`src/rtl/gcd_pkg.sv`:
```
// Shared types and defaults for the iterative GCD engine.
// Latency: n/a (declarations only).
// Backpressure: n/a.
package gcd_pkg;

    // Controller states: IDLE waits for start, CALC performs one subtract per clock.
    typedef enum logic {
        IDLE = 1'b0,
        CALC = 1'b1
    } gcd_state_e;

    localparam int GCD_DEFAULT_WIDTH = 8;

endpackage

```
`src/rtl/gcd_datapath.sv`:
```
// X/Y operand registers with one shared subtractor (larger minus smaller).
// Latency: load and step take effect on the next rising edge of clk.
// Backpressure: none; the controller decides when to load or step.
//
// Ports:
//   clk, reset        : clock, synchronous active-high reset (X=Y=0)
//   load, ld_x, ld_y  : load X/Y with ld_x/ld_y (takes priority over step)
//   step              : replace the larger register with larger - smaller
//   eq, gt, zero      : X==Y, X>Y (unsigned), X==0 || Y==0
//   x_val, y_val      : current register contents
module gcd_datapath
    import gcd_pkg::*;
#(
    parameter int WIDTH = GCD_DEFAULT_WIDTH
) (
    input  logic             clk,
    input  logic             reset,
    input  logic             load,
    input  logic             step,
    input  logic [WIDTH-1:0] ld_x,
    input  logic [WIDTH-1:0] ld_y,
    output logic             eq,
    output logic             gt,
    output logic             zero,
    output logic [WIDTH-1:0] x_val,
    output logic [WIDTH-1:0] y_val
);

    logic [WIDTH-1:0] x_q, x_d;
    logic [WIDTH-1:0] y_q, y_d;
    logic [WIDTH-1:0] minuend;
    logic [WIDTH-1:0] subtrahend;
    logic [WIDTH-1:0] diff;

    assign eq    = (x_q == y_q);
    assign gt    = (x_q > y_q);
    assign zero  = (x_q == '0) || (y_q == '0);
    assign x_val = x_q;
    assign y_val = y_q;

    // Operand-select muxes feed a single subtractor so it always computes
    // larger - smaller and can never wrap.
    assign minuend    = gt ? x_q : y_q;
    assign subtrahend = gt ? y_q : x_q;
    assign diff       = minuend - subtrahend;

    always_comb begin
        x_d = x_q;
        y_d = y_q;
        if (load) begin
            x_d = ld_x;
            y_d = ld_y;
        end else if (step) begin
            if (gt) begin
                x_d = diff;
            end else begin
                y_d = diff;
            end
        end
    end

    always_ff @(posedge clk) begin
        if (reset) begin
            x_q <= '0;
            y_q <= '0;
        end else begin
            x_q <= x_d;
            y_q <= y_d;
        end
    end

endmodule

```
`src/rtl/gcd_engine.sv`:
```
// Iterative GCD by repeated subtraction with start/busy/done handshake.
// Latency: done pulses S+1 cycles after the start edge (S = subtractions).
// Backpressure: start is ignored while busy; no queueing.
//
// Ports:
//   clk, reset : clock, synchronous active-high reset (aborts, no done)
//   start, a, b: request and operands, sampled only while busy=0
//   busy       : computation in progress
//   done       : one-cycle pulse, q/err valid from this cycle and held
//   q, err     : unsigned GCD magnitude; err set when both operands are zero
// Build option: GCD_SIGNED_IN_EN treats a/b as two's complement and loads
// their magnitudes; otherwise a/b load unchanged.
module gcd_engine
    import gcd_pkg::*;
#(
    parameter int WIDTH = GCD_DEFAULT_WIDTH
) (
    input  logic             clk,
    input  logic             reset,
    input  logic             start,
    input  logic [WIDTH-1:0] a,
    input  logic [WIDTH-1:0] b,
    output logic             busy,
    output logic             done,
    output logic [WIDTH-1:0] q,
    output logic             err
);

    gcd_state_e       state_q, state_d;
    logic             done_q, done_d;
    logic [WIDTH-1:0] q_q, q_d;
    logic             err_q, err_d;

    logic             load;
    logic             step;
    logic [WIDTH-1:0] ld_x;
    logic [WIDTH-1:0] ld_y;
    logic             eq;
    logic             gt;
    logic             zero;
    logic [WIDTH-1:0] x_val;
    logic [WIDTH-1:0] y_val;

`ifdef GCD_SIGNED_IN_EN
    // Two's-complement magnitude. The most-negative value negates to itself,
    // which read unsigned is exactly 2^(WIDTH-1), so no extra bit is needed.
    function automatic logic [WIDTH-1:0] mag(input logic [WIDTH-1:0] v);
        return v[WIDTH-1] ? (~v + WIDTH'(1)) : v;
    endfunction

    assign ld_x = mag(a);
    assign ld_y = mag(b);
`else
    assign ld_x = a;
    assign ld_y = b;
`endif

    gcd_datapath #(
        .WIDTH (WIDTH)
    ) u_datapath (
        .clk   (clk),
        .reset (reset),
        .load  (load),
        .step  (step),
        .ld_x  (ld_x),
        .ld_y  (ld_y),
        .eq    (eq),
        .gt    (gt),
        .zero  (zero),
        .x_val (x_val),
        .y_val (y_val)
    );

    always_comb begin
        state_d = state_q;
        done_d  = 1'b0;
        q_d     = q_q;
        err_d   = err_q;
        load    = 1'b0;
        step    = 1'b0;
        case (state_q)
            IDLE: begin
                if (start) begin
                    load    = 1'b1;
                    state_d = CALC;
                end
            end
            CALC: begin
                if (zero) begin
                    // One operand zero: the other is the answer (0 when both are).
                    q_d     = x_val | y_val;
                    err_d   = ~|(x_val | y_val);
                    done_d  = 1'b1;
                    state_d = IDLE;
                end else if (eq) begin
                    q_d     = x_val;
                    err_d   = 1'b0;
                    done_d  = 1'b1;
                    state_d = IDLE;
                end else begin
                    step = 1'b1;
                end
            end
            default: begin
                state_d = IDLE;
            end
        endcase
    end

    always_ff @(posedge clk) begin
        if (reset) begin
            state_q <= IDLE;
            done_q  <= 1'b0;
            q_q     <= '0;
            err_q   <= 1'b0;
        end else begin
            state_q <= state_d;
            done_q  <= done_d;
            q_q     <= q_d;
            err_q   <= err_d;
        end
    end

    // busy falls on the same edge that raises done.
    assign busy = (state_q == CALC);
    assign done = done_q;
    assign q    = q_q;
    assign err  = err_q;

endmodule

```
`config.mk`:
```
export PLATFORM = sky130hd
export DESIGN_NAME = gcd_engine
export DESIGN_NICKNAME = d
export VERILOG_FILES = /design/src/rtl/gcd_pkg.sv /design/src/rtl/gcd_datapath.sv /design/src/rtl/gcd_engine.sv
export SDC_FILE = /design/constraint.sdc
export NUM_CORES = 1
export LEC_CHECK = 0
export CAP_MARGIN = 10
export CORE_UTILIZATION = 30
export DETAILED_ROUTE_END_ITERATION = 8
export HOLD_SLACK_MARGIN = 0.12
export PLACE_DENSITY = 0.59
export SYNTH_ARGS = -nofsm -noshare
export SYNTH_HDL_FRONTEND = slang
export SYNTH_HIERARCHICAL = 1
export SYNTH_SLANG_ARGS = --single-unit
export TNS_END_PERCENT = 5
```
`constraint.sdc`:
```
create_clock -name clk -period 3.4 [get_ports clk]
set_input_delay 0.51 -clock clk [delete_from_list [all_inputs] [get_ports clk]]
set_output_delay 0.51 -clock clk [all_outputs]
set_load 0.005 [all_outputs]
```
==> results.cfg, run 1 <==
[timing]
setup_viol = 0
report.final.slew_viol_count = 0
fin_crit_sh = 0.925
rsz0062_at_grt = true
tightest_slew_ns = 0.898
max_freq_mhz = 318
fin_skew_ns = 0.00648
min_period_ns = 3.14
fin_ws_ns = 0.256
finalHoldViolations = 0
setup_tns_ns = 0
max_slew_margin = 0.386

[pwr]
pwr-share-seq = 0.269
ir_worst_vdd_v = 0.000317
p_leak_nw = 0.963
p_comb_frac = 0.592
p_switching_mw = 0.627
swShare = 0.434
pwr-share-clk = 0.139
intPower_mw = 0.818
power.density_mw_per_mm2 = 585

[place]
place.gp.congestion = 0.916
place_ws_ns = 0.231
dp_hpwl_um = 4170
io_buffer_count = 29
placed_cell_area_mm2 = 0.00241

[synth]
synthCells = 240
yosysSeqAreaShare = 0.282
synth.area.top_cells = dfxtp_1, ha_1, a21oi_1
syn_area_mm2 = 0.00191
ys_ff_latch = 27
synth_cell_types = 48
synth_edf_count = 0
avgSynthCellArea_um2 = 7.98
yosysTopAreaCell = dfxtp_1
ys_warn_count = 6
synthArstFlopShare = 0
synth_nets = 268
synth_ff_type = dfxtp_1
yosysTopAreaCellShare = 0.282

[grt]
grt_pass1_wl_um = 9050
antenna_found_initial = 0
grt-ovfl-total = 0
grt_pass1_vias = 1783
grt_max_degree = 40
grt_usage = 0.179

[critical_path]
criticalPathCategory = reg -> reg
critical_path_peak_fanout = 8
worstPathRequired_ns = 3.57
cpPeakStageDelay_ns = 0.38
crit_slowest_cell = ha_1
critical_path.endpoint_type = register
crit_arrival_ns = 3.31
start_kind = register
crit_top_cell = ha_1
worstPathCellList = inv_1 > ha_1 > and2_1 > o21ai_1 > a21oi_2 > a21oi_4 > inv_2 > a31oi_1 > ha_1 > a211o_1 > a22o_1 > o21ai_2 > mux2i_1 > a221oi_2

[clock_tree]
cts_tree = done
cts_buffer_depth = 2
cts_buffers = 3
htree_num_levels = 1
clk_pin_slew_worst_paths_ns = 0.11
cts_sinks = 27
insertion_delay_ns = 0.29
cts_root_buf = clkbuf_8

[route]
first_pass_iters = 4
drc = 0
wl_per_cell_um = 15.8
vias_per_cell = 5.45
drt_iter0_markers = 95
wl_um = 5640
vias = 1945
drtAntennaViolNets = 0

[layout]
finalNetCount = 311
design_area_mm2 = 0.00247
drive_gt1_frac = 0.167
final_common_cell = clkdlybuf4s50_1
area_delta_synth_final_pct = 29.1
final_cell_mix = clkdlybuf4s50_1, dfxtp_1, buf_4, nor2_1, a21oi_1
diodes = 0

[run]
drv_cap = 0

[die]
core_mm2 = 0.00603
start_util = 0.318
die_h_um = 81.9
rows = 28
ios = 30
die_area_mm2 = 0.00670
die_x_um = 81.9

[outcome]
status = finished, final reports clean

[min_path]
hold_path_class = reg -> reg
==> worst max-delay path: cells and delay by family (launching register included) <==
family          cells  cell delay [ns]
simple gates        1             0.22
compound gates      8             1.41
buf+inv             2             0.22
mux                 1             0.25
fa+ha+maj           2             0.58
flops               1             0.35
==> path summary, 6_finish.rpt <==
check	from	end	slack, ns	depth (start not counted)
hold / removal	q[1]	q[1]	0.50	2
setup / recovery	u_datapath/y_val[3]	u_datapath/x_val[6]	0.26	14
hold reg to reg	q[1]	q[1]	0.50	2
setup reg to reg	u_datapath/y_val[3]	u_datapath/x_val[6]	0.26	14
==> routing by layer <==
| layer | part of all wire | up-vias | global-route usage |
|---|---|---|---|
| li1 | - | 972 | - |
| met1 | 0.50 | 901 | 0.248 |
| met2 | 0.44 | 62 | 0.276 |
| met3 | 0.047 | 10 | 0.0400 |
| met4 | 0.015 | 0 | 0.0491 |
| met5 | 0 | - | 0 |
==> power by group through the flow <==
stage | registers, mW | clock network (mW) | logic, mW
detailed placement | 0.396 | 0 | 0.827
finish | 0.389 | 0.200 | 0.856
CTS | 0.388 | 0.206 | 0.832
floorplan | 0.411 | 0 | 0.564
global placement | 0.395 | 0 | 0.830
global route | 0.393 | 0.219 | 0.936
==> synthesized netlist by cell type (all sizes together) (6+ instances only) <==
library cell / n
nor3: 15
ha: 9
dfxtp: 27
a21oi: 22
a221oi: 11
inv: 19
a211oi: 13
nor2: 24
nand2: 17
clkbuf: 9
nor4: 7
buf: 6
==> cell families after synthesis <==
| family | Yosys count | share of synthesized area |
|---|---|---|
| buf+inv | 34 | 0.0732 |
| fa+ha+maj | 9 | 0.0588 |
| mux | 5 | 0.0261 |
| compound gates | 70 | 0.293 |
| simple gates | 91 | 0.248 |
| flops | 27 | 0.282 |
| xor+xnor | 4 | 0.0183 |
==> layout make-up <==
cell class	count	area (um2)
Fill cell	636	3550
Sequential cell	27	541
Multi-Input combinational cell	179	1250
Timing Repair Buffer	53	470
Clock inverter	1	7.51
Inverter	19	71.3
Tap cell	75	93.8
Clock buffer	3	41.3
==> metrics by stage <==
stage | total power, mW | instances | utilization | hold WS (ns)
floorplan | 0.975 | 240 | - | 0.489
global placement | 1.22 | 353 | 0.400 | 0.488
detailed placement | 1.22 | 353 | 0.400 | 0.489
CTS | 1.43 | 357 | 0.408 | 0.505
global route | 1.55 | 357 | 0.410 | 0.532
finish | 1.44 | 357 | 0.410 | 0.502
==> repair_timing <==
action,4_1_cts,5_1_grt
setup buffers,0,0
hold buffers,0,0
endpoints found under the hold margin,0,0
endpoints found under the setup margin,0,2
resized for setup,0,2
==> state kept, by name, indices dropped and copies added (netlist names) <==
name,cells
q,8
u_datapath/x_val,8
u_datapath/y_val,8
busy,1
done,1
err,1
(Power assumes the default switching activity.)
==> run 2: changes to the inputs <==
- CELL_PAD_IN_SITES_DETAIL_PLACEMENT: not set -> 2
- CELL_PAD_IN_SITES_GLOBAL_PLACEMENT: not set -> 2
- PLACE_DENSITY: 0.59 -> 0.86
==> results.cfg, run 2 (synthesis gave the netlist of run 1 again) <==
[outcome]
status = finished, final reports clean

[die]
die_h_um = 81.9
ios = 30
die_area_mm2 = 0.00670
start_util = 0.318
core_mm2 = 0.00603
die_x_um = 81.9
rows = 28

[layout]
final_util = 0.415
drive_gt1_frac = 0.176
seq_area_um2 = 541
final_common_cell = clkdlybuf4s50_1
design_area_mm2 = 0.00250
diodes = 0
n_fill_cell = 693
multiInputGateArea_mm2 = 0.00126
finalNetCount = 313
final_cell_mix = clkdlybuf4s50_1, dfxtp_1, buf_4, nor2_1, a21oi_1
area_delta_synth_final_pct = 30.7

[critical_path]
critPathBufInv = 1
path_delay_family = compound AO/OA/AOI/OAI gates
critical_path_peak_fanout = 4
critical_path.endpoint_type = register
worstPathCellList = inv_1 > ha_1 > nand4_1 > nor2_4 > a21oi_2 > a2111oi_2 > a31oi_1 > ha_1 > a211o_1 > a221oi_2 > xnor2_1 > nand2_1 > a221oi_1
worstPathRequired_ns = 3.58
crit_slowest_cell = a2111oi_2
crit_top_cell = ha_1
crit_arrival_ns = 3.45
criticalPathCategory = reg -> reg
start_kind = register
cpPeakStageDelay_ns = 0.48

[grt]
grt_usage = 0.240
grt_pass1_wl_um = 12000
grt-ovfl-total = 0
grt_pass1_vias = 2269
grt_max_degree = 40
antenna_found_initial = 0

[pwr]
ir_worst_vdd_v = 0.000264
p_leak_nw = 0.977
design_power_total_mw = 1.51
pwr-share-clk = 0.129
pwr-share-seq = 0.260
swShare = 0.453
p_comb_frac = 0.611
intPower_mw = 0.826
p_switching_mw = 0.683
power.density_mw_per_mm2 = 603

[route]
vias_per_cell = 5.79
first_pass_iters = 4
drtAntennaViolNets = 0
drt_iter0_markers = 103
wl_um = 7410
wl_per_cell_um = 20.6
vias = 2077
drc = 0

[timing]
finalHoldViolations = 0
fin_skew_ns = 0.00332
fin_crit_sh = 0.960
max_slew_margin = 0.497
tightest_slew_ns = 0.749
min_period_ns = 3.27
setup_viol = 0
rsz0062_at_grt = true
setup_tns_ns = 0
report.final.slew_viol_count = 0
max_freq_mhz = 306

[place]
io_buffer_count = 29
place.gp.congestion = 0.951
placed_cell_area_mm2 = 0.00243
dp_hpwl_um = 5830

[run]
drv_cap = 0

[clock_tree]
cts_root_buf = clkbuf_8
cts_tree = done
insertion_delay_ns = 0.28
cts_sinks = 27
cts_buffer_depth = 2
htree_num_levels = 1
cts.hold.buffers_added = 0
post_cts_resized = 0
cts_buffers = 3
clk_pin_slew_worst_paths_ns = 0.10
postCtsSetupBuffers = 0

[min_path]
hold_path_class = reg -> reg
-- run 2: cell types whose count changed in the layout (fill, tap and decap cells not counted), sizes merged --
| cell | previous run | this run |
|---|---|---|
| buf | 24 | 26 |
| clkinvlp | 1 | 0 |
| clkinv | 0 | 1 |
-- run 2: power by group through the flow --
| stage | Sequential, mW | Clock, mW | Combinational, mW |
|---|---|---|---|
| 2_1_floorplan | 0.411 | 0 | 0.564 |
| 3_3_place_gp | 0.394 | 0 | 0.861 |
| 3_5_place_dp | 0.399 | 0 | 0.889 |
| 4_1_cts | 0.392 | 0.203 | 0.895 |
| 5_1_grt | 0.397 | 0.215 | 0.999 |
| 6_report | 0.392 | 0.195 | 0.921 |
-- run 2: stage by stage --
| step | setup WS [ns] | std cells | hold slack [ns] |
|---|---|---|---|
| 3_3_place_gp | 0.260 | 355 | 0.489 |
| 2_1_floorplan | 0.356 | 240 | 0.489 |
| 5_1_grt | -0.0449 | 359 | 0.536 |
| 6_report | 0.135 | 359 | 0.511 |
| 4_1_cts | 0.0573 | 359 | 0.519 |
| 3_5_place_dp | 0.131 | 355 | 0.498 |
-- run 2: area by class of cell --
class                   instances  area share
multi-input cells             179       0.505
flip-flops and latches         27       0.216
repair buffers                 55       0.194
well taps                      75      0.0375
inverters                      19      0.0285
clock buffers                   3      0.0165
clock inverters                 1     0.00200
-- run 2: final timing paths --
path	from	slack, ns	depth (start not counted)	endpoint
max	u_datapath/y_val[6]	0.13	13	u_datapath/y_val[4]
min	q[4]	0.51	2	q[4]
max reg2reg	u_datapath/y_val[6]	0.13	13	u_datapath/y_val[4]
min reg2reg	q[4]	0.51	2	q[4]
-- run 2: metal layers --
layer / wire [um] / GRT usage / share of wire
met1: 3210 / 0.275 / 0.43
met2: 3750 / 0.436 / 0.51
met3: 177 / 0.0411 / 0.024
met4: 274 / 0.0947 / 0.037
met5: 0 / 0 / 0
-- run 2: worst reg2reg max path: cells and delay by family, from the launching register on --
| kind | cells | cell delay (ns) |
|---|---|---|
| AOI/OAI and AO/OA | 6 | 1.49 |
| adders and majority gates | 2 | 0.53 |
| and+or+nand+nor | 3 | 0.51 |
| DFF | 1 | 0.37 |
| xor gates and xnor gates | 1 | 0.18 |
| buffers and inverters | 1 | 0.09 |
==> run 3: changes to the inputs <==
- ABC_AREA: not set -> 1
- CORE_UTILIZATION: 30 -> 29
- PLACE_DENSITY: 0.86 -> 0.87
==> results.cfg, run 3 <==
[clock_tree]
cts_sinks = 27
post_cts_resized = 0
cts.hold.buffers_added = 0
insertion_delay_ns = 0.27
cts_tree = done
postCtsSetupBuffers = 0
htree_num_levels = 1
cts_buffer_depth = 2
clk_pin_slew_worst_paths_ns = 0.10
cts_root_buf = clkbuf_8
cts_buffers = 3

[synth]
synth_cell_types = 32
synthTopCellsByCount = nand2_1, inv_1, nor2_1
synth_edf_count = 0
ys_ff_latch = 27
yosysSeqAreaShare = 0.271
synth.area.top_cells = dfxtp_1, nand2_1, inv_1
synthArstFlopShare = 0
post-synth-top-count-cell = nand2_1
avgSynthCellArea_um2 = 6.64
synth_compound_area_frac = 0.204
synthAdderAreaFrac = 0.0564
ys_warn_count = 6
synth_ff_type = dfxtp_1
synth_top_family_by_area = simple AND/OR/NAND/NOR gates
yosysTopAreaCellShare = 0.271
synth_xor_area_frac = 0
synthCells = 301
synth-simple-area-share = 0.353
yosysTopAreaCell = dfxtp_1
syn_area_mm2 = 0.00200
synth_nets = 329
synth.area.mux_share = 0

[layout]
diodes = 0
area_delta_synth_final_pct = 20.4
drive_gt1_frac = 0.124
final_common_cell = nand2_1
finalNetCount = 359
n_fill_cell = 797
final_cell_mix = nand2_1, inv_1, nor2_1, clkdlybuf4s50_1, dfxtp_1
layout.cells.non_filler = 407

[critical_path]
critical_path.endpoint_type = register
critPathBufInv = 2
path_delay_family = simple AND/OR/NAND/NOR gates
cp.depth = 18
cpPeakStageDelay_ns = 0.44
start_kind = register
worstPathRequired_ns = 3.54
r2r_cells = 18
crit_slowest_cell = dfxtp_1
crit_arrival_ns = 3.06
critical_path_peak_fanout = 10
worstPathCellList = inv_1 > ha_1 > a21oi_1 > nor2_1 > nor2_1 > nand2_4 > nand2_4 > nand2_1 > and2_1 > ha_1 > inv_1 > nand2_2 > nand3_1 > nand3_1 > nand2_1 > nand2_1 > nand3_1 > a21oi_1
criticalPathCategory = reg -> reg

[die]
start_util = 0.308
die_x_um = 85.0
die_area_mm2 = 0.00723
die_h_um = 85.0
ios = 30
core_mm2 = 0.00649
rows = 29

[route]
drt_iter0_markers = 32
drc = 0
vias_per_cell = 5.24
vias = 2134
drtAntennaViolNets = 0
wl_per_cell_um = 17.6
first_pass_iters = 4
wl_um = 7170

[place]
io_buffer_count = 29
placedCellCount = 403
place.gp.congestion = 0.903
dp_hpwl_um = 5970
place_ws_ns = 0.521

[timing]
whs_ns = 0.499
tightest_slew_ns = 0.637
fin_ws_ns = 0.481
setup_viol = 0
max_freq_mhz = 343
finalHoldViolations = 0
fin_crit_sh = 0.858
rsz0062_at_grt = false
min_period_ns = 2.92
fin_skew_ns = 0.00355
setup_tns_ns = 0
report.final.slew_viol_count = 0
max_slew_margin = 0.574

[grt]
grt-ovfl-total = 0
grt_usage = 0.211
antenna_found_initial = 0
grt_pass1_wl_um = 11900
grt_pass1_vias = 2391
grt_max_degree = 17

[min_path]
hold_path_class = reg -> reg
hold_depth = 2

[run]
drv_cap = 0

[outcome]
status = finished, final reports clean
-- run 3: changes by cell type after synthesis, sizes merged, moves of 7 or more --
cell	before	now
nor2	24	37
nor4	7	0
nor3	15	0
a221oi	11	0
nand3	3	24
inv	19	47
nand2	17	76
nand4	4	11
-- run 3: layer usage --
metal	up-vias	global-route usage	share of wire
met2	33	0.398	0.53
met4	0	0.0508	0.016
met1	1043	0.249	0.43
met5	-	0	0
li1	1048	-	-
met3	10	0.0311	0.025
-- run 3: worst reg2reg max path, cell delays in order (launching register included) --
cell and delay [ns]:
dfxtp_1 0.44, inv_1 0.09, ha_1 0.39, a21oi_1 0.23
nor2_1 0.07, nor2_1 0.19, nand2_4 0.12, nand2_4 0.15
nand2_1 0.10, and2_1 0.17, ha_1 0.18, inv_1 0.06
nand2_2 0.07, nand3_1 0.13, nand3_1 0.10, nand2_1 0.06
nand2_1 0.07, nand3_1 0.09, a21oi_1 0.08
-- run 3: area by class of cell --
cell class	count	area, um2	share of cell area
multi-input cells	218	1220	0.509
clock buffers	4	45.0	0.0187
repair buffers	33	320	0.133
flip-flops and latches	27	541	0.225
inverters	48	180	0.0749
well taps	77	96.3	0.0400
-- run 3: cells by family after synthesis --
| group | Yosys count |
|---|---|
| AO/OA/AOI/OAI | 56 |
| AND/OR/NAND/NOR | 153 |
| buffers and inverters | 56 |
| adder cells (fa/ha/maj) | 9 |
| flip-flops | 27 |
-- run 3: worst paths after layout --
kind	from	to	slack (ns)
min	err	err	0.50
max reg2reg	u_datapath/y_val[5]	u_datapath/y_val[6]	0.48
min reg2reg	err	err	0.50
max	u_datapath/y_val[5]	u_datapath/y_val[6]	0.48
-- run 3: stage by stage --
| stage | util | instance area (um2) |
|---|---|---|
| after global routing | 0.370 | 2410 |
| after CTS | 0.370 | 2410 |
| after floorplan | - | 2000 |
| after detailed placement | 0.364 | 2360 |
| final | 0.370 | 2410 |
| after global placement | 0.364 | 2360 |
Power of run 3 is not shown: default switching activity piles up to over one toggle a cycle in this logic, so the estimate is an artifact.
==> patch: new RTL, settings of run 2 <==
Register the output `q` once more, cleared by the reset; this adds one clock of latency there. The other outputs are not delayed to match. Comments in the files are not updated.
--- a/src/rtl/gcd_engine.sv
+++ b/src/rtl/gcd_engine.sv
@@ -124,7 +124,13 @@
     // busy falls on the same edge that raises done.
     assign busy = (state_q == CALC);
     assign done = done_q;
-    assign q    = q_q;
+    always_ff @(posedge clk) begin
+        if (reset) begin
+            q <= '0;
+        end else begin
+            q <= q_q;
+        end
+    end
     assign err  = err_q;
 
 endmodule
Function: changed (Yosys sat finds a counterexample within 4 cycles, from zero or initial values and one cycle with reset high).
==> patch against run 2 <==
- area after synthesis rose by 11%
- wire length is 14% higher
- final area up 14%
- count of clock-buffer cells in the layout rose by 3
- sequential share of layout area is 2.9 points higher
- sequential cell count increased by 8
- total power is 20% higher
- worst setup slack got worse by 0.022 ns
- critical path type unchanged
==> patch: results (changes against run 2) <==
.. list-table::
   :header-rows: 1

   * - Metric
     - Value
   * - Half-perimeter wire length of the detailed placement result
     - 6.29 mm (+7.9%)
   * - Register-to-register path setup slack
     - 0.11 ns (-0.02 ns)
   * - Warning count from the yosys run
     - 6 (unchanged)
   * - Largest net degree at the start of global routing
     - 40 (unchanged)
   * - Wire length after detailed routing
     - 8.44 mm (+14%)
   * - Fin Hold WS
     - 0.472 ns (-0.0384 ns)
   * - Total via count in the routed design
     - 2250 (+8.3%)
   * - Number of H-tree levels
     - 2 (+1)
   * - Cell at the slowest stage of the critical path
     - sky130_fd_sc_hd__a2111oi_4
   * - Proportion of synthesized chip area in sequential cells
     - 32.9% (+4.7 points)
   * - Cell types occupying the most area after synthesis
     - sky130_fd_sc_hd__dfxtp_1 33%, sky130_fd_sc_hd__ha_1 5.3%, sky130_fd_sc_hd__a21oi_1 4.5%
   * - Post-route clock skew
     - 0.00655 ns (+0.00323 ns)
   * - Synthesized Nets
     - 285 (+6.3%)
   * - Commonest cells in the netlist
     - 35 x sky130_fd_sc_hd__dfxtp_1, 23 x sky130_fd_sc_hd__nor2_1, 19 x sky130_fd_sc_hd__a21oi_1
   * - Final Slew Violations
     - 0 (unchanged)
   * - Pre-CTS worst setup slack
     - 0.0958 ns (-0.0348 ns)
   * - Number of buffers inserted during clock tree synthesis
     - 5 (+2)
   * - Critical Path Fanout Max
     - 4 (unchanged)
   * - Largest stage delay on the critical path
     - 0.38 ns (-0.10 ns)
   * - Data arrival time at the worst-slack endpoint
     - 3.48 ns (+0.03 ns)
   * - DRT iter0 DRCs
     - 93 (-9.7%)
   * - DRT Pass-1 Iters
     - 4 (unchanged)
   * - Final net count
     - 334 (+6.7%)
   * - RD Place Congestion
     - 0.966 (+1.6%)
   * - Relative max-transition margin
     - 31.4% (-18 points)
   * - Fin crit period
     - 3.29 ns (+0.0223 ns)
   * - Global-route wire length before repair
     - 13.0 mm (+8.5%)
   * - CTS clk-pin slew, worst paths
     - 0.08 ns (-0.02 ns)
   * - Antenna violations before repair
     - 0 (unchanged)
   * - Worst Hold Class
     - flop to flop
   * - Number of I/O port buffers
     - 29 (unchanged)
   * - Leakage power
     - 1.10 nW (+13%)
   * - Area after detailed placement
     - 2680 sq um (+10%)
   * - Clock Root Buffer
     - sky130_fd_sc_hd__clkbuf_8
   * - Async SR Flop Fraction
     - 0% (unchanged)
   * - Overall Global Routing Usage
     - 23.3% (-0.68 points)
   * - Number of global-route vias before repair
     - 2404 (+5.9%)
   * - Antenna diodes
     - 0 (unchanged)
   * - Clock insertion delay at the later pin of the skew report
     - roughly 0.29 ns
   * - Most used flip-flop cell after synthesis
     - sky130_fd_sc_hd__dfxtp_1
   * - Maximum clock insertion buffer count
     - 2 (unchanged)
   * - Cell variety after synth
     - 48 (unchanged)
   * - Status
     - finished, final reports clean
   * - Maximum vdd drop
     - 0.000239 V (-9.6%)
   * - Fraction of layout instances using a drive strength above 1
     - 20.5% (+2.9 points)
==> patch: cell types whose count changed in the layout (fill, tap and decap cells not counted), moves of 2 or more <==
cell / delta
sky130_fd_sc_hd__nor2b_1: +8
sky130_fd_sc_hd__dfxtp_1: +7
sky130_fd_sc_hd__buf_4: +3
sky130_fd_sc_hd__a221oi_1: -2
sky130_fd_sc_hd__clkbuf_8: +2
sky130_fd_sc_hd__ha_1: -2
==> patch: what timing repair did <==
action                     CTS  global route
cloned                       0             0
gates resized for setup      1            14
pin swaps                    0             4
setup endpoints to repair    2             9
buffers inserted             0             1
==> patch: power by group <==
group / switching (mW) / internal, mW / total [mW]
Clock: 0.166 / 0.143 / 0.309
Combinational: 0.591 / 0.419 / 1.01
Sequential: 0.0356 / 0.463 / 0.499
Total: 0.792 / 1.03 / 1.82
==> patch: critical path: cells and delay by family, from the launching register on <==
family / cells / cell delay [ns]
buffers and inverters: 1 / 0.09
XOR/XNOR: 1 / 0.17
flip-flops: 1 / 0.36
adder cells (fa/ha/maj): 2 / 0.55
AND/OR/NAND/NOR: 3 / 0.53
AO/OA/AOI/OAI: 6 / 1.49
==> patch: area by class of cell <==
class / count / area [sq um]
clock inverters: 2 / 12.5
clock buffers: 6 / 72.6
flip-flops and latches: 35 / 702
inverters: 19 / 71.3
repair buffers: 58 / 508
well taps: 96 / 120
fillers: 771 / 3970
multi-input cells: 187 / 1370
==> patch: metrics by stage <==
stage	utilization (%)	std cells
floorplan	-	257
global placement	39.2	394
detailed placement	39.2	394
CTS	40.5	402
global route	41.9	403
finish	41.9	403
==> patch: per-layer routing <==
metal  global-route usage, %  up-vias  routed length, um
met2                    42.9       57               4360
met1                    26.8     1125               3550
met5                       0        -                  0
met3                    4.00       25                271
li1                        -     1043                  -
met4                    9.24        0                261
==> patch: path summary, 6_finish.rpt <==
path | startpoint | endpoint | cells after the start
setup / recovery | u_datapath/y_val[5] | u_datapath/y_val[4] | 13
hold / removal | q_q[6] | q[6] | 1
setup reg to reg | u_datapath/y_val[5] | u_datapath/y_val[4] | 13
hold reg to reg | q_q[6] | q[6] | 1
==> patch: cells by family after synthesis <==
| logic type | share of synthesized area (%) |
|---|---|
| buffers and inverters | 6.76 |
| adders and majority gates | 5.29 |
| DFF | 32.9 |
| AOI/OAI and AO/OA | 26.4 |
| xor gates and xnor gates | 1.65 |
| and+or+nand+nor | 24.6 |
| muxes | 2.35 |
